$ cat src/rtl/keccak_pkg.sv
// Shared Keccak types for the squeeze path: lane and state arrays, SHAKE rates,
// and the serializer FSM encoding.
package keccak_pkg;

    typedef logic [63:0] lane_t;

    // Indexed as A[x][y].
    typedef lane_t [0:4][0:4] state_t;

    localparam int unsigned RATE_BYTES_SHAKE256 = 136;
    localparam int unsigned RATE_BYTES_SHAKE128 = 168;

    typedef enum logic [1:0] {
        StIdle,
        StWaitSt,
        StEmit,
        StDone
    } sq_state_e;

endpackage

$ cat src/rtl/squeeze_serializer_if.sv
// Control, state-input and byte-stream signals of the squeeze serializer.
// The master side drives requests and the permuted state; the slave side is the serializer.
interface squeeze_serializer_if;
    import keccak_pkg::*;

    logic        start;
    logic [15:0] out_len;
    state_t      a_in;
    logic        a_valid;
    logic        a_ready;
    logic        perm_req;
    logic [7:0]  out_byte;
    logic        out_valid;
    logic        out_ready;
    logic        out_last;
    logic        busy;
    logic        done;

    modport master (
        output start, out_len, a_in, a_valid, out_ready,
        input  a_ready, perm_req, out_byte, out_valid, out_last, busy, done
    );

    modport slave (
        input  start, out_len, a_in, a_valid, out_ready,
        output a_ready, perm_req, out_byte, out_valid, out_last, busy, done
    );

endinterface

$ cat src/rtl/squeeze_serializer_lane_byte_mux.sv
// Selects byte idx of the captured rate lanes, little-endian within each lane, lane 0 first.
// The output is forced to zero when not enabled.
module lane_byte_mux
    import keccak_pkg::*;
#(
    parameter int unsigned RateLanes = 17
) (
    input  lane_t [RateLanes-1:0] lanes_i,
    input  logic  [7:0]           idx_i,
    input  logic                  en_i,
    output logic  [7:0]           byte_o
);

    always_comb begin
        byte_o = '0;
        if (en_i) begin
            for (int i = 0; i < RateLanes; i++) begin
                if (idx_i[7:3] == 5'(i)) begin
                    byte_o = lanes_i[i][{idx_i[2:0], 3'b000} +: 8];
                end
            end
        end
    end

endmodule

$ cat src/rtl/squeeze_serializer.sv
// Turns permuted Keccak states into a byte stream of a requested length, asking for a
// fresh permutation each time the rate portion of the state runs out.
module squeeze_serializer
    import keccak_pkg::*;
#(
    parameter int unsigned RATE_BYTES = RATE_BYTES_SHAKE256
) (
    input logic                  clk,
    input logic                  rst,
    squeeze_serializer_if.slave  sq
);

    localparam int unsigned RateLanes = RATE_BYTES / 8;
    localparam logic [7:0]  LastIdx   = 8'(RATE_BYTES - 1);

    sq_state_e               state_q, state_d;
    logic [15:0]             remaining_q, remaining_d;
    logic [7:0]              idx_q, idx_d;
    logic                    perm_req_q, perm_req_d;
    lane_t [RateLanes-1:0]   lanes_q, lanes_d;

    always_comb begin
        state_d     = state_q;
        remaining_d = remaining_q;
        idx_d       = idx_q;
        perm_req_d  = 1'b0;
        lanes_d     = lanes_q;
        unique case (state_q)
            StIdle: begin
                if (sq.start) begin
                    if (sq.out_len != 16'd0) begin
                        remaining_d = sq.out_len;
                        state_d     = StWaitSt;
                    end else begin
                        state_d = StDone;
                    end
                end
            end
            StWaitSt: begin
                if (sq.a_valid) begin
                    // Only rate lanes are kept; lane i lives at A[i mod 5][i / 5].
                    for (int i = 0; i < RateLanes; i++) begin
                        lanes_d[i] = sq.a_in[i % 5][i / 5];
                    end
                    idx_d   = 8'd0;
                    state_d = StEmit;
                end
            end
            StEmit: begin
                if (sq.out_ready) begin
                    remaining_d = remaining_q - 16'd1;
                    idx_d       = idx_q + 8'd1;
                    if (remaining_q == 16'd1) begin
                        state_d = StDone;
                    end else if (idx_q == LastIdx) begin
                        state_d    = StWaitSt;
                        perm_req_d = 1'b1;
                    end
                end
            end
            StDone: begin
                state_d = StIdle;
            end
            default: begin
                state_d = StIdle;
            end
        endcase
    end

    always_ff @(posedge clk) begin
        if (rst) begin
            state_q     <= StIdle;
            remaining_q <= 16'd0;
            idx_q       <= 8'd0;
            perm_req_q  <= 1'b0;
        end else begin
            state_q     <= state_d;
            remaining_q <= remaining_d;
            idx_q       <= idx_d;
            perm_req_q  <= perm_req_d;
        end
    end

    // The lane buffer is pure data and is only ever read in StEmit, so it needs no reset.
    always_ff @(posedge clk) begin
        lanes_q <= lanes_d;
    end

    lane_byte_mux #(
        .RateLanes (RateLanes)
    ) u_lane_byte_mux (
        .lanes_i (lanes_q),
        .idx_i   (idx_q),
        .en_i    (state_q == StEmit),
        .byte_o  (sq.out_byte)
    );

    assign sq.a_ready   = (state_q == StWaitSt);
    assign sq.perm_req  = perm_req_q;
    assign sq.out_valid = (state_q == StEmit);
    assign sq.out_last  = (state_q == StEmit) && (remaining_q == 16'd1);
    assign sq.busy      = (state_q != StIdle);
    assign sq.done      = (state_q == StDone);

endmodule
$ cat src/flat_wrapper.sv
// flat-port wrapper written by rule: the top's interface ports become plain ports
module squeeze_serializer_flat import keccak_pkg::*;
#(
    parameter int unsigned RATE_BYTES = RATE_BYTES_SHAKE256
)
  (clk, rst, sq_start, sq_out_len, sq_a_in, sq_a_valid, sq_out_ready, sq_a_ready, sq_perm_req, sq_out_byte, sq_out_valid, sq_out_last, sq_busy, sq_done);
  squeeze_serializer_if sq_i ();
  input logic clk;
  input logic rst;
  input wire logic [$bits(sq_i.start)-1:0] sq_start;
  input wire logic [$bits(sq_i.out_len)-1:0] sq_out_len;
  input wire logic [$bits(sq_i.a_in)-1:0] sq_a_in;
  input wire logic [$bits(sq_i.a_valid)-1:0] sq_a_valid;
  input wire logic [$bits(sq_i.out_ready)-1:0] sq_out_ready;
  output wire logic [$bits(sq_i.a_ready)-1:0] sq_a_ready;
  output wire logic [$bits(sq_i.perm_req)-1:0] sq_perm_req;
  output wire logic [$bits(sq_i.out_byte)-1:0] sq_out_byte;
  output wire logic [$bits(sq_i.out_valid)-1:0] sq_out_valid;
  output wire logic [$bits(sq_i.out_last)-1:0] sq_out_last;
  output wire logic [$bits(sq_i.busy)-1:0] sq_busy;
  output wire logic [$bits(sq_i.done)-1:0] sq_done;
  assign sq_i.start = sq_start;
  assign sq_i.out_len = sq_out_len;
  assign sq_i.a_in = sq_a_in;
  assign sq_i.a_valid = sq_a_valid;
  assign sq_i.out_ready = sq_out_ready;
  assign sq_a_ready = sq_i.a_ready;
  assign sq_perm_req = sq_i.perm_req;
  assign sq_out_byte = sq_i.out_byte;
  assign sq_out_valid = sq_i.out_valid;
  assign sq_out_last = sq_i.out_last;
  assign sq_busy = sq_i.busy;
  assign sq_done = sq_i.done;
  squeeze_serializer #(.RATE_BYTES(RATE_BYTES)) u_core (.clk(clk), .rst(rst), .sq(sq_i));
endmodule
$ cat config.mk
export PLATFORM = sky130hd
export DESIGN_NAME = squeeze_serializer_flat
export DESIGN_NICKNAME = d
export VERILOG_FILES = /design/src/rtl/keccak_pkg.sv /design/src/rtl/squeeze_serializer_if.sv /design/src/rtl/squeeze_serializer_lane_byte_mux.sv /design/src/rtl/squeeze_serializer.sv /design/src/flat_wrapper.sv
export SDC_FILE = /design/constraint.sdc
export NUM_CORES = 1
export LEC_CHECK = 0
export CAP_MARGIN = 25
export CORE_AREA = 2 2 637 639
export CTS_CLUSTER_DIAMETER = 150
export DETAILED_ROUTE_END_ITERATION = 7
export DIE_AREA = 0 0 639 641
export REMOVE_ABC_BUFFERS = 1
export SYNTH_ARGS = -nofsm -noshare
export SYNTH_HDL_FRONTEND = slang
export SYNTH_SLANG_ARGS = --single-unit
$ cat constraint.sdc
create_clock -name clk -period 41.2 [get_ports clk]
set_input_delay 6.18 -clock clk [delete_from_list [all_inputs] [get_ports clk]]
set_output_delay 6.18 -clock clk [all_outputs]
set_load 0.01 [all_outputs]
==> results.md, run 1 <==
- Detailed Place HPWL: 151000 um
- # clock sinks: 1115
- Final setup fails: 0
- DR vias/cell: 2.99
- TNS Setup: 0 ns
- Clk buf depth: 4
- Synth Register Bits: 1115
- Flop pwr share: 49.0%
- Skew final: 0.0775 ns
- Synthesized instance count: 2065
- I/O pins: 1635
- CP Class: flop to primary output
- Clock power frac: 44.0%
- DR iter-0 viols: 2272
- Post-synth top area cell: edfxtp_1
- M2 GR Usage: 15.2%
- Initial antenna violation count: 89
- Placed Cells: 8431
- Yosys warns: 0
- Post-route DRC: 0
- Post-place setup slack: 29.43 ns
- Unrepaired setup endpoints after global routing: no
- Count of final hold-check violations: 0
- Top cell type's share of synthesized area: 74.7%
- Sw power: 600 uW
- DRT Pass-1 Iters: 7
- Chip Height: 641 um
- Highest Clock Rate: 81.3 MHz
- Sequential fraction of the synthesis area: 75.9%
- Predominant post-synthesis flop cell: edfxtp_1
- Wirelength per Cell: 22.0 um
- Minimum clock period: 12.30 ns
- Post-CTS setup buffer count: 0
- Period utilisation layout: 29.9%
- Maximum net fanout on the critical path: 54
- Mapped Area: 43800 um2
- PortBufs: 1122
- Die X: 639 um
- M3 GR Usage: 2.16%
- Tightest Pin Transition: 1.08 ns
- Final Max Slew Viols: 0
- EDFF count, synth: 1088
- Leakage: 19.4 nW
- Hold Path Class: flop to flop
- Startpoint Class: flop
- Peak VDD IR: 0.0352 mV
- Worst setup margin: 28.90 ns
- Busiest grt layer: met2
- Slew HR: 26.9%
- Total Wirelength: 192000 um
- Final net count: 4914
- All-Layer GR Usage: 8.86%
- Antenna viol nets, final: 0
- Final core utilization: 16.4%
- Max_cap viols: 0
- Crit path DAT: 6.12 ns
- Flop2flop setup slack: 36.14 ns
- Worst-Skew Late Latency: 0.88 ns
- P&R area growth vs syn: 51.0%
- Share of post-route cells with drive strength above 1: 17.2%
- WP data required: 35.02 ns
- Non-filler cells, final: 8727
- Int Pwr: 2.08 mW
- Vias: 26100
- Met1 usage: 10.3%
- GRT overflow: 0
- Async set or reset register ratio after synthesis: 0%
- Hold Buf Count CTS: 0
- Global-route wire length before repair: 244000 um
- Core area: 402000 um2
- Netlist cell types: 65
- Die ar.: 410000 um2
- Vias in the first global route: 27600
- Switching Share: 22.4%
- Initial core utilization: 10.9%
- CTS tree: yes
- Total CTS buffers: 140
- Post-CTS Resized: 0
- FP Rows: 233
- Combinational share of power: 7.0%
- Largest net degree at the start of global routing: 139
- Setup crit end kind: primary output
- Status: complete, no violations
- Cell Pwr Density: 40.5 nW/um2
- H-tree Lvls: 4
- Syn avg cell area: 21.2 um2
- Final RePlAce weighted congestion: 0.824
- Clock tree root buffer cell: clkbuf_16
- Clock transition at path regs: 0.05 ns
- Synth area leaders: edfxtp_1 (75%), mux4_2 (13%), mux2i_1 (2.1%)
power by group through the flow:
stage | Sequential [mW] | Clock [mW] | Combinational, mW
after floorplan | 1.39 | 0 | 0.0481
after global placement | 1.33 | 0 | 0.186
after detailed placement | 1.33 | 0 | 0.190
after CTS | 1.31 | 1.22 | 0.191
after global routing | 1.31 | 1.26 | 0.200
final | 1.31 | 1.18 | 0.188
synthesized netlist by cell type (all sizes together) (4+ instances only):
cell type  count
a211oi         4
a41oi          7
edfxtp      1088
xor2           4
mux2i         90
nor2          45
a21o           9
and2           4
buf           89
mux4         256
nor4          19
a221oi        20
clkbuf        25
nand3         24
or3           10
a221o         15
a31oi         17
nand2b         6
dfxtp         27
a22oi         17
o21ai         23
a21oi         39
nor3          66
xnor2          6
inv            5
o22ai         18
and3          10
nor2b          6
mux2          32
nand4          6
nand2         45
per-layer routing:
| metal | vias up | share of wire, % |
|---|---|---|
| met4 | 14 | 5.0 |
| met1 | 13300 | 38 |
| met5 | - | 0.048 |
| li1 | 11300 | - |
| met2 | 1200 | 50 |
| met3 | 297 | 7.1 |
final cells by class:
cell class,instances,area (um2)
diodes,45,113
clock buffers,183,3750
clock inverters,64,549
fillers,43600,336000
inverters,6,22.5
multi-input cells,830,9870
flip-flops and latches,1115,33200
well taps,5287,6620
repair buffers,1197,11900
worst paths after layout:
check,start,to,depth (start not counted)
setup / recovery,u_core.idx_q[0],sq_out_byte[7],9
hold / removal,u_core.remaining_q[1],u_core.remaining_q[1],2
setup reg to reg,u_core.state_q[1],u_core.lanes_q[1020],6
hold reg to reg,u_core.remaining_q[1],u_core.remaining_q[1],2
critical path: stages, from the launching register on:
cell and delay (ns):
dfxtp_4 0.67, buf_12 0.40, buf_4 0.68, mux4_2 0.40, nor3_1 0.05, or3_1 0.43
a41oi_1 0.76, o21ai_1 0.52, a31oi_1 0.30, clkdlybuf4s50_1 0.87
per-stage QoR:
step / hold slack [ns] / power (mW) / cell area, um2
5_1_grt: 0.509 / 2.78 / 66000
4_1_cts: 0.492 / 2.73 / 65900
2_1_floorplan: 0.439 / 1.43 / 43000
6_report: 0.496 / 2.68 / 66100
3_5_place_dp: 0.485 / 1.52 / 61600
3_3_place_gp: 0.472 / 1.52 / 61500
sequential cells by signal, indices dropped and copies added (netlist names):
signal	count
u_core.sq.perm_req	1
u_core.remaining_q	16
u_core.idx_q	8
u_core.lanes_q	1088
u_core.state_q	2
cells by family after synthesis:
logic type	share of synthesized area, %
AO/OA/AOI/OAI	2.89
XOR/XNOR	0.200
adder cells (fa/ha/maj)	0.0858
buffers and inverters	1.75
flip-flops	75.9
multiplexers	16.1
AND/OR/NAND/NOR	3.11
cells in the final DEF, fill, tap and decap left out, drive strengths merged, types with 39 or more instances in the layout:
cell type      instances
a21oi                 39
nand2                 45
mux4                 256
nor3                  66
clkdlybuf4s50       1122
diode                 45
clkinv                46
clkbuf               184
edfxtp              1088
buf                   74
mux2i                 90
nor2                  45
No activity file was read; power rests on OpenSTA's default activity.
==> run 2: changes to the inputs <==
Clock period 41.2 ns to 10.72 ns, I/O delays scaled along.
==> results.md, run 2 (synthesis results as in run 1) <==
- Status: complete, no violations
- Clock transition at path regs: 0.05 ns (about the same)
- Period utilisation layout: 73.1%
- Hold Path Class: flop to flop
- DRT Pass-1 Iters: 7 (unchanged)
- Worst setup path start: u_core.idx_q[0]
- # clock sinks: 1115 (unchanged)
- Largest Register: u_core.lanes_q
- Post-CTS setup buffer count: 0 (unchanged)
- TNS Setup: 0 ns (unchanged)
- Flop2flop setup slack: 7.28 ns (-28.86 ns)
- Initial antenna violation count: 62 (-30%)
- I/O pins: 1635 (unchanged)
- Global-route wire length before repair: 243000 um (-0.23%)
- Post-route cell area: 66100 um2 (about the same)
- Crit path DAT: 6.22 ns (+0.10 ns)
- WHS: 0.488 ns (-0.00802 ns)
- Final net count: 4909 (-0.10%)
- Hold Buf Count CTS: 0 (unchanged)
- GRT overflow: 0 (unchanged)
- Vias: 26100 (-0.10%)
- Cell Area, Placed: 61600 um2 (about the same)
- Chip Height: 641 um (unchanged)
- R2R depth: 3 (-3)
- Worst-path cell chain: buf_4 > buf_4 > nor2b_1 > a221oi_1 > a221o_1 > a21oi_1 > a31oi_1 > clkdlybuf4s50_1
- Min-Delay Startpoint: u_core.remaining_q[1]
- All-Layer GR Usage: 8.85% (-0.016 points)
- Minimum clock period: 7.83 ns
- Commonest non-fill, non-tap cell in the layout: clkdlybuf4s50_1
- Die ar.: 410000 um2 (unchanged)
- DR vias/cell: 3.00 (+0.29%)
- Die X: 639 um (unchanged)
- DR iter-0 viols: 2546 (+12%)
- Largest register FFs: 1088 (unchanged)
- CTS tree: yes
- PortBufs: 1122 (unchanged)
- Vias in the first global route: 27500 (-0.13%)
- Total CTS buffers: 139 (-0.71%)
- WP data required: 9.11 ns (-25.91 ns)
- Setup crit end kind: primary output
- Initial core utilization: 10.9% (unchanged)
- Startpoint Class: flop
- Leakage: 19.5 nW (+0.28%)
- Multi-input gate area: 9870 um2 (unchanged)
- Slowest CP cell: nor2b_1
- Final RePlAce weighted congestion: 0.845 (+2.6%)
- Hold Path Stages: 2 (unchanged)
- Peak VDD IR: 0.122 mV (+250%)
- Critical Path Max Stage Delay: 0.89 ns (+0.02 ns)
- Antenna viol nets, final: 0 (unchanged)
- Tightest Pin Transition: 1.16 ns (+0.0746 ns)
- CP Class: flop to primary output
- Min-Delay Endpoint: u_core.remaining_q[1]
- Wirelength per Cell: 22.1 um (+0.31%)
- Unrepaired setup endpoints after global routing: no
- RR Endpoint: u_core.lanes_q[1086]
- Max_cap viols: 0 (unchanged)
- Share of post-route cells with drive strength above 1: 17.2% (about the same)
- Core area: 402000 um2 (unchanged)
- Biggest regs: u_core.lanes_q: 1088 flops, u_core.remaining_q: 16 flops, u_core.idx_q: 8 flops
- Clk buf depth: 4 (unchanged)
- Commonest cells after routing, fill and taps aside: clkdlybuf4s50_1 (1122), edfxtp_1 (1088), mux4_2 (256)
- Layout fillers: 43400 (-0.36%)
- Clock tree root buffer cell: clkbuf_16
- FP Rows: 233 (unchanged)
- Post-route DRC: 0 (unchanged)
- Detailed Place HPWL: 151000 um (about the same)
- Reg area: 33200 um2 (unchanged)
- Final setup fails: 0 (unchanged)
- Critical Path Most Common Cell: buf_4
- Cell Pwr Density: 157 nW/um2 (+290%)
- Worst-Skew Late Latency: 0.85 ns (-0.03 ns)
- Maximum net fanout on the critical path: 27 (-50%)
- Slew HR: 22.9% (-4.0 points)
- Reg-to-reg critical path startpoint: u_core.state_q[1]
- P&R area growth vs syn: 51.1% (about the same)
- H-tree Lvls: 4 (unchanged)
- Skew final: 0.0393 ns (-0.0382 ns)
- Count of final hold-check violations: 0 (unchanged)
- Final Max Slew Viols: 0 (unchanged)
- Highest Clock Rate: 128 MHz
- Post-CTS Resized: 0 (unchanged)
- Largest net degree at the start of global routing: 213 (+53%)
- Total Wirelength: 192000 um (about the same)
run 2: worst max-delay path by stage:
stage                      end  slack [ns]  cells past startpoint
2_1_floorplan  u_core.idx_q[2]      -18.36                      3
3_3_place_gp    sq_out_byte[0]        3.61                      8
3_5_place_dp    sq_out_byte[7]        3.56                      8
4_1_cts         sq_out_byte[7]        2.60                      8
5_1_grt         sq_out_byte[7]        2.56                      8
6_report        sq_out_byte[7]        2.89                      8
run 2: where the power goes:
group | switching (mW) | internal, mW | total [mW] | leakage (nW)
clock | 1.97 | 2.66 | 4.63 | 2.15
combinational | 0.274 | 0.446 | 0.720 | 7.14
sequential | 0.0561 | 4.98 | 5.04 | 10.2
run 2: metrics by stage:
step | std cells | utilization (%) | power, mW | setup slack (ns)
6_report | 8693 | 16.4 | 10.4 | 2.89
3_5_place_dp | 8426 | 15.3 | 5.86 | 3.56
4_1_cts | 8669 | 16.4 | 10.6 | 2.60
2_1_floorplan | 1951 | - | 5.51 | -18.36
5_1_grt | 8682 | 16.4 | 10.8 | 2.56
3_3_place_gp | 8425 | 15.3 | 5.84 | 3.61
run 2: final cells by class:
class	count	area share, %
multi-input cells	830	14.9
inverters	6	0.0341
repair buffers	1193	18.1
diodes	19	0.0719
clock inverters	77	1.18
flip-flops and latches	1115	50.2
clock buffers	166	5.48
well taps	5287	10.0
run 2: critical path: cells and delay by family, from the launching register on:
| family | cells | cell delay [ns] |
|---|---|---|
| DFF | 1 | 0.76 |
| and+or+nand+nor | 1 | 0.89 |
| buffers and inverters | 3 | 1.90 |
| AOI/OAI and AO/OA | 4 | 1.74 |
run 2: per-layer routing:
| layer | up-vias | GRT usage [%] | part of all wire [%] |
|---|---|---|---|
| li1 | 11200 | - | - |
| met1 | 13400 | 10.1 | 38 |
| met2 | 1174 | 15.9 | 52 |
| met3 | 263 | 2.06 | 6.8 |
| met4 | 18 | 3.33 | 3.6 |
| met5 | - | 0 | 0.060 |
==> run 3: changes to the inputs <==
Clock period 10.72 ns to 6.3 ns, I/O delays scaled along.
==> results.md, run 3 (synthesis results as in run 1) <==
- Status: complete, no violations
- All-Layer GR Usage: 8.87% (+0.027 points)
- Buf+Inv Stages, Crit Path: 2 (-1)
- Antenna viol nets, final: 0 (unchanged)
- Unrepaired setup endpoints after global routing: no
- Final Max Slew Viols: 0 (unchanged)
- Largest Register: u_core.lanes_q
- Highest Clock Rate: 176 MHz
- Wirelength per Cell: 21.9 um (-0.91%)
- Share of post-route cells with drive strength above 1: 19.0% (+1.8 points)
- Layout fillers: 43400 (+0.051%)
- Commonest cells after routing, fill and taps aside: clkdlybuf4s50_1 (1114), edfxtp_1 (1088), mux4_2 (256)
- Post-CTS Resized: 0 (unchanged)
- Global-route wire length before repair: 244000 um (+0.45%)
- Skew final: 0.0362 ns (-0.00310 ns)
- Die X: 639 um (unchanged)
- Largest net degree at the start of global routing: 160 (-25%)
- Worst-Skew Late Latency: 0.83 ns (-0.02 ns)
- Setup crit end kind: primary output
- Slew HR: 22.8% (-0.094 points)
- TNS Setup: 0 ns (unchanged)
- Clk buf depth: 4 (unchanged)
- # clock sinks: 1115 (unchanged)
- H-tree Lvls: 4 (unchanged)
- Leakage: 19.8 nW (+1.8%)
- Detailed Place HPWL: 154000 um (+2.1%)
- Worst setup path start: u_core.idx_q[1]
- Maximum net fanout on the critical path: 24 (-11%)
- Crit path DAT: 4.73 ns (-1.49 ns)
- Chip Height: 641 um (unchanged)
- Critical Path Max Stage Delay: 0.74 ns (-0.15 ns)
- P&R area growth vs syn: 52.6%
- CP Class: flop to primary output
- Cell Pwr Density: 265 nW/um2 (+69%)
- Final setup fails: 0 (unchanged)
- Hold Path Class: flop to flop
- Largest register FFs: 1088 (unchanged)
- Total CTS buffers: 139 (unchanged)
- Post-route DRC: 0 (unchanged)
- Min-Delay Startpoint: u_core.remaining_q[14]
- Clock tree root buffer cell: clkbuf_16
- Final net count: 4964 (+1.1%)
- Vias: 26300 (+0.94%)
- Peak VDD IR: 0.234 mV (+91%)
- Tightest Pin Transition: 1.16 ns (+0.00142 ns)
- Top Family by Delay on Critical Path: compound AO/OA/AOI/OAI gates
- Count of final hold-check violations: 0 (unchanged)
- WP data required: 5.35 ns (-3.76 ns)
- Non-filler cells, final: 8767 (+0.85%)
- Post-CTS setup buffer count: 0 (unchanged)
- Max_cap viols: 0 (unchanged)
- FP Rows: 233 (unchanged)
- Biggest regs: u_core.lanes_q: 1088 flops, u_core.remaining_q: 16 flops, u_core.idx_q: 8 flops
- Reg-to-reg critical path startpoint: u_core.idx_q[1]
- DR vias/cell: 3.00 (about the same)
- Die ar.: 410000 um2 (unchanged)
- Hold Buf Count CTS: 0 (unchanged)
- Minimum clock period: 5.68 ns
- Initial core utilization: 10.9% (unchanged)
- Total Wirelength: 192000 um (about the same)
- Vias in the first global route: 27900 (+1.3%)
- Period utilisation layout: 90.2%
- Commonest non-fill, non-tap cell in the layout: clkdlybuf4s50_1
- Core area: 402000 um2 (unchanged)
- Final RePlAce weighted congestion: 0.839 (-0.79%)
- I/O pins: 1635 (unchanged)
- DRT Pass-1 Iters: 7 (unchanged)
- Placed Cells: 8477 (+0.61%)
- Startpoint Class: flop
- DR iter-0 viols: 2235 (-12%)
- GRT overflow: 0 (unchanged)
- Initial antenna violation count: 87 (+40%)
- Slowest CP cell: dfxtp_4
- CTS tree: yes
- Clock transition at path regs: 0.05 ns (about the same)
- Worst-path cell chain: buf_4 > mux2_2 > o22ai_1 > a221oi_1 > a221o_1 > a21oi_1 > a31oi_1 > buf_12
- PortBufs: 1122 (unchanged)
## run 3: cell count changes in the layout (fill, tap and decap cells not counted), sizes merged
cell           change
clkinvlp           +4
clkbuf             -2
bufinv             +1
buf               +63
clkinv            -11
inv                +4
diode             +23
clkdlybuf4s50      -8
## run 3: metrics by stage
step           total power [mW]  worst slack [ns]  hold slack (ns)  area (um2)  utilization (%)
6_report                   17.7             0.621            0.493       66800             16.6
4_1_cts                    18.0            0.0175            0.499       66600             16.6
2_1_floorplan              9.38            -22.12            0.439       43000                -
5_1_grt                    18.3             0.264            0.528       66700             16.6
3_5_place_dp               9.99             0.979            0.483       62100             15.5
3_3_place_gp               9.95             0.960            0.472       62100             15.5
## run 3: worst reg2reg max path, stage by stage, from the launching register on
cell and delay [ns]:
dfxtp_4 0.74, buf_12 0.28, buf_12 0.29, buf_4 0.36, ha_1 0.28, nand4_1 0.35, o21ai_0 0.28, a31oi_1 0.13
a2bb2oi_1 0.16, nor2_1 0.09
## run 3: routing by layer
metal  global-route usage (%)  wire, um  up-vias
li1                         -         -    11400
met1                     10.0     72000    13400
met2                     15.4     96200     1220
met3                     2.48     14600      309
met4                     4.14      8880       26
met5                        0       162        -
## run 3: worst paths after layout
| path | to | slack (ns) | cells past startpoint |
|---|---|---|---|
| max | sq_out_byte[0] | 0.62 | 8 |
| min | u_core.remaining_q[14] | 0.49 | 2 |
| max reg2reg | u_core.state_q[0] | 3.27 | 9 |
| min reg2reg | u_core.remaining_q[14] | 0.49 | 2 |
## run 3: final cells by class
cell class	instances	area, um2	share of cell area [%]
repair buffers	1248	12500	18.8
clock inverters	75	767	1.15
well taps	5287	6620	9.91
flip-flops and latches	1115	33200	49.8
multi-input cells	830	9870	14.8
diodes	42	105	0.157
inverters	6	22.5	0.0337
clock buffers	164	3650	5.46
## run 3: power breakdown
| group | switching [mW] | internal [mW] |
|---|---|---|
| Clock | 3.27 | 4.59 |
| Combinational | 0.478 | 0.774 |
| Sequential | 0.0929 | 8.48 |
| Total | 3.84 | 13.8 |
==> RTL change 1 (settings of run 3) <==
`RATE_BYTES_SHAKE256`: 136 -> 272.
--- a/src/rtl/keccak_pkg.sv
+++ b/src/rtl/keccak_pkg.sv
@@ -8,5 +8,5 @@
     typedef lane_t [0:4][0:4] state_t;
 
-    localparam int unsigned RATE_BYTES_SHAKE256 = 136;
+    localparam int unsigned RATE_BYTES_SHAKE256 = 272;
     localparam int unsigned RATE_BYTES_SHAKE128 = 168;
 
Check against the original RTL: not settled (the Yosys comparison gave no result); the edit may change what the design does.
==> RTL change 1 against run 3 <==
- first-iteration DRC count up 37%
- final cell count up 12%
- largest power group unchanged
- largest cell class unchanged
- cell area increased by 29%
- non-clock buffer count up 404
- area after synthesis increased by 33%
- sequential cell count rose by 384
- global-route usage rose by 3.5 points
- register-to-register slack worse by 0.03 ns
- routed wire length up 38%
- highest routed layer unchanged
- worst setup slack got worse by 0.38 ns
- utilization grew 4.8 points
- total power up 29%
==> RTL change 1: results (changes against run 3) <==
[outcome]
status=finished clean  ; unchanged

[worst_setup_path]
timing.rr.start=u_core.state_q[0]  ; was u_core.idx_q[1]
arrival_ns=5.11  ; was 4.73 ns
critPathMaxStageDelay_ns=0.79  ; was 0.74 ns
critPathSlowestCell=dfxtp_1  ; was dfxtp_4
cp-startpoint=u_core.idx_q[4]  ; was u_core.idx_q[1]

[synthesis]
syn_area_per_cell_um2=21.7  ; was 21.2 µm²
synth.distinct_cells=61  ; was 65
synth_commonest_cells=edfxtp_1, mux4_2, nor3_1  ; was edfxtp_1, mux4_2, mux2i_1
synth_xor_area_share_pct=0.121  ; was 0.200%
synth_fa_ha_area_share_pct=0.0646  ; was 0.0858%
synth_compound_area_share_pct=2.34  ; was 2.89%
synth_edf_count=1472  ; was 1088
synth.area.top_cells=edfxtp_1, mux4_2, mux2i_1  ; unchanged
yosysSeqAreaShare_pct=77.0  ; was 75.9%

[placement]
place_ws_ns=0.418  ; was 0.979 ns
gp_congestion=0.884  ; was 0.839
port_buffers=1506  ; was 1122
placed_cells=9460  ; was 8477
place.detailed.hpwl_um=210000  ; was 154000 µm
place_area_um2=80500  ; was 62100 µm²

[global_routing]
grt_max_degree=188  ; was 160
met2_usage_pct=21.8  ; was 15.4%
use_met1_pct=15.1  ; was 10.0%
antenna_found_initial=97  ; was 87

[drt]
first_pass_iters=6  ; was 7
wirelength_um=265000  ; was 192000 µm
wl_met3_um=17700  ; was 14600 µm
routed-via-count=35021  ; was 26300

[finish]
nNetsFinal=5980  ; was 4964
layout-drive-gt1-share_pct=18.1  ; was 19.0%
fillers=41854  ; was 43430
reg_top3=u_core.lanes_q: 1472 flops, u_core.remaining_q: 16 flops, u_core.idx_q: 8 flops  ; was u_core.lanes_q: 1088 flops, u_core.remaining_q: 16 flops, u_core.idx_q: 8 flops

[power_and_ir_drop]
vdd_drop_max_mv=0.213  ; was 0.234 mV
p_leak_nw=25.9  ; was 19.8 nW
power_switching_mw=5.01  ; was 3.84 mW

[clocking]
cts_setup_buffers=6  ; was 0
post_cts_resize_count=6  ; was 0
clock_latency_ns=0.86  ; was 0.83 ns

[sta]
clock_skew_ns=0.0419  ; was 0.0362 ns
slew_headroom_pct=25.9  ; was 22.8%

[hold_path]
min_from=u_core.remaining_q[15]  ; was u_core.remaining_q[14]

## RTL change 1: power groups by stage
stage	Clock (mW)	Sequential, mW	Combinational [mW]
floorplan	0	12.4	0.390
global placement	0	11.7	1.58
detailed placement	0	11.7	1.61
CTS	10.1	11.5	1.62
global route	10.4	11.5	1.69
finish	9.75	11.5	1.59
## RTL change 1: worst paths after layout
check                                              end  slack (ns)  cells after the start
worst max-delay path                    sq_out_byte[5]        0.24                      9
worst min register to register  u_core.remaining_q[15]        0.49                      2
worst min-delay path            u_core.remaining_q[15]        0.49                      2
worst max register to register    u_core.lanes_q[1171]        3.24                      4
## RTL change 1: layout make-up
cell class	instances	area, µm²	area share, %
multi-input combinational	1023	12700	14.7
clock buffer	216	4550	5.29
sequential	1499	44800	52.0
antenna	29	72.6	0.0844
inverter	6	22.5	0.0262
timing repair buffer	1652	16500	19.2
clock inverter	91	805	0.935
tap	5287	6620	7.69
==> RTL change 2 (flow settings as in run 3) <==
Without the edit above. Encoding of `sq_state_e`: now Gray code (2 bits for 4 states).
--- a/src/rtl/keccak_pkg.sv
+++ b/src/rtl/keccak_pkg.sv
@@ -12,8 +12,8 @@
 
     typedef enum logic [1:0] {
-        StIdle,
-        StWaitSt,
-        StEmit,
-        StDone
+        StIdle   = 2'b00,
+        StWaitSt = 2'b01,
+        StEmit   = 2'b11,
+        StDone   = 2'b10
     } sq_state_e;
 
Behaviour: no difference found for any inputs over 4 cycles, from zero or initial values and one cycle with rst high; so few cycles prove little.
==> RTL change 2 against run 3 <==
- sequential cell count did not move
- area after synthesis shrank 0.35%
- register-to-register slack improved by 0.08 ns
- first-iteration DRC count rose by 15%
- total power shrank 0.71%
- clock power shrank 2%
- worst setup slack worse by 0.23 ns
- global-route usage up 0.43 points
- non-clock buffer count shrank 12
- cell area down 0.64%
- clock skew increased by 0.010 ns
- routed wire length grew 4.3%
- critical path type unchanged
==> RTL change 2: results (changes against run 3) <==
[outcome]
status=finished clean  ; unchanged

[clocking]
clock_latency_ns=0.83  ; about the same
cts_buffers=138  ; was 139
cts_setup_buffers=0  ; unchanged
cts_root_buf=clkbuf_16  ; unchanged
cts_buffer_depth=4  ; unchanged
post_cts_resize_count=0  ; unchanged

[power_and_ir_drop]
p_leak_nw=19.7  ; was 19.8 nW
comb-power_mw=1.24
vdd_drop_max_mv=0.257  ; was 0.234 mV
p_seq_share_pct=49.0  ; was 48.5%
switching_share_pct=22.1  ; was 21.7%

[placement]
placed_cells=8470  ; was 8477
place.detailed.hpwl_um=162000  ; was 154000 µm
gp_congestion=0.854  ; was 0.839
place_ws_ns=1.01  ; was 0.979 ns
place_area_um2=62000  ; was 62100 µm²
port_buffers=1122  ; unchanged

[finish]
fillers=43515  ; was 43430
layout-drive-gt1-share_pct=18.3  ; was 19.0%
reg_top3=u_core.lanes_q: 1088 flops, u_core.remaining_q: 16 flops, u_core.idx_q: 8 flops  ; unchanged
nNetsFinal=4950  ; was 4964
finalNonFillerCells=8737  ; was 8767

[drt]
wl_per_cell_um=22.9  ; was 21.9 µm
routed-via-count=26507  ; was 26300
first_pass_iters=5  ; was 7
drtIter0Drc=2577  ; was 2235

[synthesis]
synth.distinct_cells=68  ; was 65
yosysSeqAreaShare_pct=76.2  ; was 75.9%
synth_commonest_cells=edfxtp_1, mux4_2, mux2i_1  ; unchanged
ys.flop_type=edfxtp_1  ; unchanged
ys_warn_count=0  ; unchanged
netlist_instances=2063  ; was 2065
synth_async_sr_flop_share_pct=0  ; unchanged
synth.area.top_cells=edfxtp_1, mux4_2, mux2i_1  ; unchanged

[sta]
clock_skew_ns=0.0466  ; was 0.0362 ns
fmax_mhz=169  ; was 176 MHz
hold_ws_ns=0.494  ; was 0.493 ns
max_slew.worst_pin.slew_ns=1.09  ; was 1.16 ns

[global_routing]
grtUsageTotal_pct=9.30  ; was 8.87%
antenna_found_initial=78  ; was 87
grt_max_degree=175  ; was 160
grt_pass1_vias=27916  ; was 27910
grt_pass1_wl_um=255000  ; was 244000 µm

[worst_setup_path]
rrSetupSlack_ns=3.35  ; was 3.27 ns
worstPathMaxFanout=47  ; was 24
critPathMaxStageDelay_ns=0.83  ; was 0.74 ns
critPathSlowestCell=a22oi_1  ; was dfxtp_4
arrival_ns=4.96  ; was 4.73 ns

[job]
maxCapViolCount=0  ; unchanged

-- RTL change 2: cell count changes in the layout (fill, tap and decap cells not counted), sizes merged, moves of 7 or more --
cell	delta
a221o	-7
mux2i	+8
mux2	-7
diode	-18
nor2	+9
o21ai	+7
buf	-12
a221oi	-11
-- RTL change 2: cells by family (layout without fill, tap and decap cells) --
group                      after synthesis  after routing  synth area share (%)
DFF                                   1115           1115                  76.2
muxes                                  379            379                  16.1
and+or+nand+nor                        267            267                  3.19
AOI/OAI and AO/OA                      178            178                  2.73
buffers and inverters                  116           1479                  1.60
xor gates and xnor gates                 5              5                 0.100
adders and majority gates                3              3                0.0861
other                                    0             24                     0
-- RTL change 2: path summary, 6_finish.rpt --
path,startpoint,endpoint,depth (start not counted)
worst min-delay path,u_core.remaining_q[1],u_core.remaining_q[1],2
worst max-delay path,u_core.idx_q[0],sq_out_byte[0],9
worst min register to register,u_core.remaining_q[1],u_core.remaining_q[1],2
worst max register to register,u_core.state_q[0],u_core.lanes_q[852],4
-- RTL change 2: critical path, delay by kind of cell, from the launching register on --
kind	cells	cell delay, ns
flops	1	0.72
mux	2	0.40
buf+inv	3	1.19
compound gates	4	1.67
-- RTL change 2: final cells by class --
cell class | instances | area, µm² | share of cell area [%]
Sequential cell | 1115 | 33200 | 50.1
Timing Repair Buffer | 1236 | 12400 | 18.6
Multi-Input combinational cell | 832 | 9780 | 14.7
Tap cell | 5287 | 6620 | 9.97
Clock buffer | 167 | 3560 | 5.37
Clock inverter | 73 | 737 | 1.11
Antenna cell | 24 | 60.1 | 0.0905
Inverter | 3 | 11.3 | 0.0170
-- RTL change 2: layer usage --
layer / wire (µm) / GRT usage, %
met5: 77 / 0
met1: 76400 / 11.0
met4: 7550 / 3.70
met2: 101000 / 16.3
met3: 14700 / 2.02
